<file path="src/rtl/sram_arbiter_rmw.sv">
// Two-requester arbiter in front of a single-ported-per-direction SRAM.
// Fetch and LSU share it round-robin; sub-word stores become read-modify-write.
module sram_arbiter_rmw #(
  parameter int ADDR_W = 12,
  parameter int DATA_W = 32,
  parameter int BE_W   = DATA_W/8
) (
  input  logic              clk,
  input  logic              rst_n,
  input  logic              i_valid,
  output logic              i_ready,
  input  logic [ADDR_W-1:0] i_addr,
  output logic              i_rvalid,
  output logic [DATA_W-1:0] i_rdata,
  input  logic              d_valid,
  output logic              d_ready,
  input  logic              d_we,
  input  logic [BE_W-1:0]   d_be,
  input  logic [ADDR_W-1:0] d_addr,
  input  logic [DATA_W-1:0] d_wdata,
  output logic              d_rvalid,
  output logic [DATA_W-1:0] d_rdata,
  output logic              d_wack,
  output logic [ADDR_W-1:0] sram_addr_a,
  output logic [DATA_W-1:0] sram_din_a,
  output logic              sram_we_a,
  output logic [ADDR_W-1:0] sram_addr_b,
  output logic              sram_en_b,
  input  logic [DATA_W-1:0] sram_dout_b
);

  typedef enum logic [1:0] {IDLE, RD_RESP, RMW_MERGE, WR_ACK} state_t;

  state_t            state;
  logic              last_d;   // 1: D was granted last
  logic              owner_d;  // read response belongs to D
  logic [ADDR_W-1:0] addr_q;
  logic [DATA_W-1:0] wdata_q;
  logic [BE_W-1:0]   be_q;

  logic              grant_d, grant_i, idle;
  logic              be_full, be_zero;
  logic [DATA_W-1:0] merged;

  assign grant_d = d_valid & (~i_valid | ~last_d);
  assign grant_i = i_valid & ~grant_d;
  // Gate with rst_n so nothing is accepted while reset is held.
  assign idle    = (state == IDLE) & rst_n;
  assign i_ready = idle & grant_i;
  assign d_ready = idle & grant_d;

  assign be_full = &d_be;
  assign be_zero = ~|d_be;

  for (genvar k = 0; k < BE_W; k++) begin : g_merge
    assign merged[k*8 +: 8] = be_q[k] ? wdata_q[k*8 +: 8] : sram_dout_b[k*8 +: 8];
  end

  // Port B reads for fetches, loads and the first half of a partial store.
  assign sram_en_b   = i_ready | (d_ready & (~d_we | (~be_full & ~be_zero)));
  assign sram_addr_b = d_ready ? d_addr : i_addr;

  assign sram_we_a   = (d_ready & d_we & be_full) | (state == RMW_MERGE);
  assign sram_addr_a = (state == RMW_MERGE) ? addr_q : d_addr;
  assign sram_din_a  = (state == RMW_MERGE) ? merged : d_wdata;

  assign i_rvalid = (state == RD_RESP) & ~owner_d;
  assign d_rvalid = (state == RD_RESP) & owner_d;
  assign i_rdata  = sram_dout_b;
  assign d_rdata  = sram_dout_b;
  assign d_wack   = (state == WR_ACK);

  always_ff @(posedge clk or negedge rst_n) begin
    if (!rst_n) begin
      state   <= IDLE;
      last_d  <= 1'b0;
      owner_d <= 1'b0;
      addr_q  <= '0;
      wdata_q <= '0;
      be_q    <= '0;
    end else begin
      case (state)
        IDLE: begin
          if (i_ready) begin
            last_d  <= 1'b0;
            owner_d <= 1'b0;
            state   <= RD_RESP;
          end else if (d_ready) begin
            last_d <= 1'b1;
            if (!d_we) begin
              owner_d <= 1'b1;
              state   <= RD_RESP;
            end else if (be_full || be_zero) begin
              state <= WR_ACK;
            end else begin
              addr_q  <= d_addr;
              wdata_q <= d_wdata;
              be_q    <= d_be;
              state   <= RMW_MERGE;
            end
          end
        end
        RD_RESP:   state <= IDLE;
        RMW_MERGE: state <= WR_ACK;
        WR_ACK:    state <= IDLE;
        default:   state <= IDLE;
      endcase
    end
  end

endmodule
</file>
<file path="config.mk">
export PLATFORM = sky130hd
export DESIGN_NAME = sram_arbiter_rmw
export DESIGN_NICKNAME = d
export VERILOG_FILES = /design/src/rtl/sram_arbiter_rmw.sv
export SDC_FILE = /design/constraint.sdc
export NUM_CORES = 1
export LEC_CHECK = 0
export CORE_UTILIZATION = 40
export CTS_CLUSTER_SIZE = 25
export DETAILED_ROUTE_END_ITERATION = 7
export PLACE_DENSITY = 0.93
export RECOVER_POWER = 50
export SETUP_SLACK_MARGIN = 0.02
export SLEW_MARGIN = 10
export SYNTH_ARGS = -nofsm -noshare
export SYNTH_HDL_FRONTEND = slang
export SYNTH_SLANG_ARGS = --single-unit
</file>
<file path="constraint.sdc">
create_clock -name clk -period 4.5 [get_ports clk]
set_clock_uncertainty 0.15 [all_clocks]
set_input_delay 1.125 -clock clk [delete_from_list [all_inputs] [get_ports clk]]
set_output_delay 1.125 -clock clk [all_outputs]
set_load 0.005 [all_outputs]
</file>
==> metrics.md <==
| Metric | Value |
|---|---|
| Sequential area share after synthesis | 0.3634 |
| Number of buffers added by the clock tree synthesis step | 5 |
| Cell area after synthesis | 0.003581 mm² |
| Syn Inst Count | 355 |
| CP startpoint kind | input pin |
| Seq. cell area | 0.001301 mm² |
| Leading area contributor after synthesis | sky130_fd_sc_hd__dfrtp_1 |
| Signed area change from the synthesized netlist to the final layout | 52.48% |
| Cell Area, Placed | 0.005368 mm² |
| Area share of and/or/nand/nor cells after synthesis | 0.1090 |
| Post-Synth XOR/XNOR Area | 0 |
| Start point of the worst hold path | addr_q[8] |
| Crit Reg-Reg Startpoint | state[1] |
| Detailed-routing iteration count for the pre-antenna-repair pass | 4 |
| Post-CTS Repair Setup Buffers | 0 |
| Number of cells after detailed placement | 605 |
| Count of fill cells added during filler insertion | 714 |
| Worst relative slew slack | -0.8469 |
| Commonest cells in the synthesized netlist | sky130_fd_sc_hd__nand2_1, sky130_fd_sc_hd__buf_4, sky130_fd_sc_hd__dfrtp_1 |
| Critical path peak fanout | 3 |
| Number of buffers inserted for hold repair after clock tree synthesis | 0 |
| Share of flip-flops with an asynchronous set or reset after synthesis | 1.000 |
| Final std cell area, no fill | 0.005460 mm² |
| Yosys top cell area share | 0.3634 |
| Final setup violation count | 0 |
| Vias | 3012 |
| Worst r2r path cells | 5 |
| Die outline height | 96.62 µm |
| Max Clock Freq | 238.3 MHz |
| Final Slew Violations | 53 |
| Areal power density over the cells | 450.3 mW/mm² |
| Layout cells sized above 1 | 0.1528 |
| Violated checks | max-capacitance violations, max-slew violations |
| Clock tree root buffer cell | sky130_fd_sc_hd__clkbuf_8 |
| Count of boundary I/O pins | 224 |
| FP Rows | 34 |
| Number of global-route vias before repair | 3115 |
| Static Leak | 2.463 nW |
| H-tree levels | 2 |
| Worst Path Required | 3.22 ns |
| Area taken by multi-input logic gates | 0.001658 mm² |
| Post-detailed-routing wire length | 9294 µm |
| Worst R2R Setup Slack | 1.63 ns |
| Final sum of negative setup slack | 0 ns |
| Post-Synthesis Net Count | 452 |
| N_diodes | 0 |
| Post-route core utilization | 0.6292 |
| Pin slew with the least headroom to its limit | 2.770 ns |
| Final estimated routing congestion in global placement | 0.8662 |
| Number of warnings printed during yosys synthesis | 0 |
| Endpoint class of the critical path | primary output |
| Core Area | 0.008678 mm² |
| Dominant combinational cell family by area after synthesis | multiplexers |
| Wire length of the first global-routing pass | 14970 µm |
| Clock tree sinks | 52 |
| Number of synthesized register bits | 52 |
| Routed length per instance | 15.19 µm |
| RSZ-0062 raised after global routing | false |
| Non-filler cells in the finished layout | 612 |
| Residual DRC count | 0 |
| Ratio of routed vias to standard cells | 4.922 |
| Antenna violations before repair | 0 |
| Max_cap viols | 1 |
| Kind of critical path | in -> out |
| Post-DP HPWL | 7273 µm |
| Synth top area cells | sky130_fd_sc_hd__dfrtp_1, sky130_fd_sc_hd__buf_4, sky130_fd_sc_hd__mux2_2 |
| Origin of the worst setup path | d_be[1] |
| Total Nets Final | 601 |
| Antenna violation net count after detailed routing | 0 |
| Worst reg2reg endpoint | wdata_q[8] |
| Final global-route overflow total | 0 |
| CTS tree | done |
| Count of buffers from port buffering | 223 |
| Number of gates resized after cts | 0 |
| HP Class | reg -> reg |
| Signal arrival time at the worst endpoint | 2.92 ns |
| Final period demand of the worst path | 4.196 ns |
| Mean post-synth cell area | 10.09 µm² |
| Number of distinct library cell variants in the gate-level netlist after synthesis | 28 |
| Multiplexer fraction of the synthesized cell area | 0.2991 |
| Most common cell in the netlist | sky130_fd_sc_hd__nand2_1 |
| Period utilisation layout | 0.9324 |
| Synth Area in Adders | 0 |
| Worst setup endpoint | sram_en_b |
| Number of enable flip-flop cells after synthesis | 0 |
| Number of buffers on the longest clock path | 2 |
| Pin count of the biggest net entering global routing | 53 |
| Worst supply voltage drop on vdd | 0.2331 mV |
| Clk_lat worst skew | 0.29 ns |
| Starting density of the core | 0.4126 |
| Overall die width | 96.62 µm |
| GR Util All Layers | 0.1951 |
| Final count of hold timing violations | 0 |
| Complex-gate fraction of the synthesized area | 0.05416 |
| Die Area | 0.009334 mm² |
| Initial DRC Count | 55 |
| Clock transition at the register clock pins on the worst setup and hold paths after CTS | 0.09 ns |
| Result of the run | complete, but fails checks |
| Most used flip-flop cell after synthesis | sky130_fd_sc_hd__dfrtp_1 |
-- state kept, by name, summed over array words and instances (netlist names) --
register and flops:
wdata_q 32, addr_q 12, be_q 4, state 2, last_d 1, owner_d 1
-- kinds of logic (layout without fill, tap and decap cells) --
kind of cell	after synthesis	after routing
buf+inv	87	236
simple gates	86	86
compound gates	38	38
mux	92	92
flops	52	52
-- worst min path at each step --
| stage | endpoint | cells after the start |
|---|---|---|
| 4_1_cts | addr_q[8] | 1 |
| 3_5_place_dp | addr_q[1] | 1 |
| 3_3_place_gp | addr_q[10] | 1 |
| 2_1_floorplan | addr_q[11] | 1 |
| 5_1_grt | wdata_q[28] | 1 |
| 6_report | addr_q[8] | 1 |
-- power breakdown --
group          total, W  switching, W  internal, W  leakage, nW
clock network  0.000279      0.000142     0.000137       0.0503
registers      0.000886      0.000191     0.000695        0.632
logic           0.00129      0.000442     0.000852         1.78
total           0.00246      0.000775      0.00168         2.46
-- layout by cell type (no fill, tap or decap), types with 2 or more instances in the layout --
cell type	instances
sky130_fd_sc_hd__dfrtp_1	52
sky130_fd_sc_hd__nand2_1	72
sky130_fd_sc_hd__clkbuf_8	7
sky130_fd_sc_hd__o21ai_0	35
sky130_fd_sc_hd__mux2_2	40
sky130_fd_sc_hd__mux2_4	20
sky130_fd_sc_hd__inv_1	2
sky130_fd_sc_hd__clkdlybuf4s50_1	162
sky130_fd_sc_hd__dlygate4sd3_1	60
sky130_fd_sc_hd__mux2i_1	32
-- per-stage QoR --
step,setup WS [ns],hold WS [ns],power (W)
floorplan,1.204,0.3253,0.001593
global placement,0.4119,0.3334,0.002156
detailed placement,0.4021,0.3410,0.002210
CTS,0.4002,0.3658,0.002503
global route,0.2113,0.3808,0.002635
finish,0.3044,0.3608,0.002459
-- per-layer routing --
metal / up-vias / global-route usage / routed length [µm]
met5: - / 0 / 0
li1: 1432 / - / -
met2: 140 / 0.3684 / 4949
met3: 14 / 0.04697 / 529
met1: 1426 / 0.2158 / 3670
met4: 0 / 0.05281 / 145
-- layout make-up --
| type | instances | area share |
|---|---|---|
| well taps | 108 | 0.02475 |
| clock buffers | 7 | 0.01764 |
| multi-input cells | 216 | 0.3036 |
| repair buffers | 226 | 0.4136 |
| inverters | 3 | 0.002062 |
| flip-flops and latches | 52 | 0.2383 |
-- critical path, stage by stage --
cell and delay, ns:
sky130_fd_sc_hd__dlygate4sd3_1 0.59, sky130_fd_sc_hd__or4_4 0.56, sky130_fd_sc_hd__nand2_1 0.09, sky130_fd_sc_hd__a31oi_1 0.08, sky130_fd_sc_hd__clkdlybuf4s50_1 0.48
(Power assumes the default switching activity.)
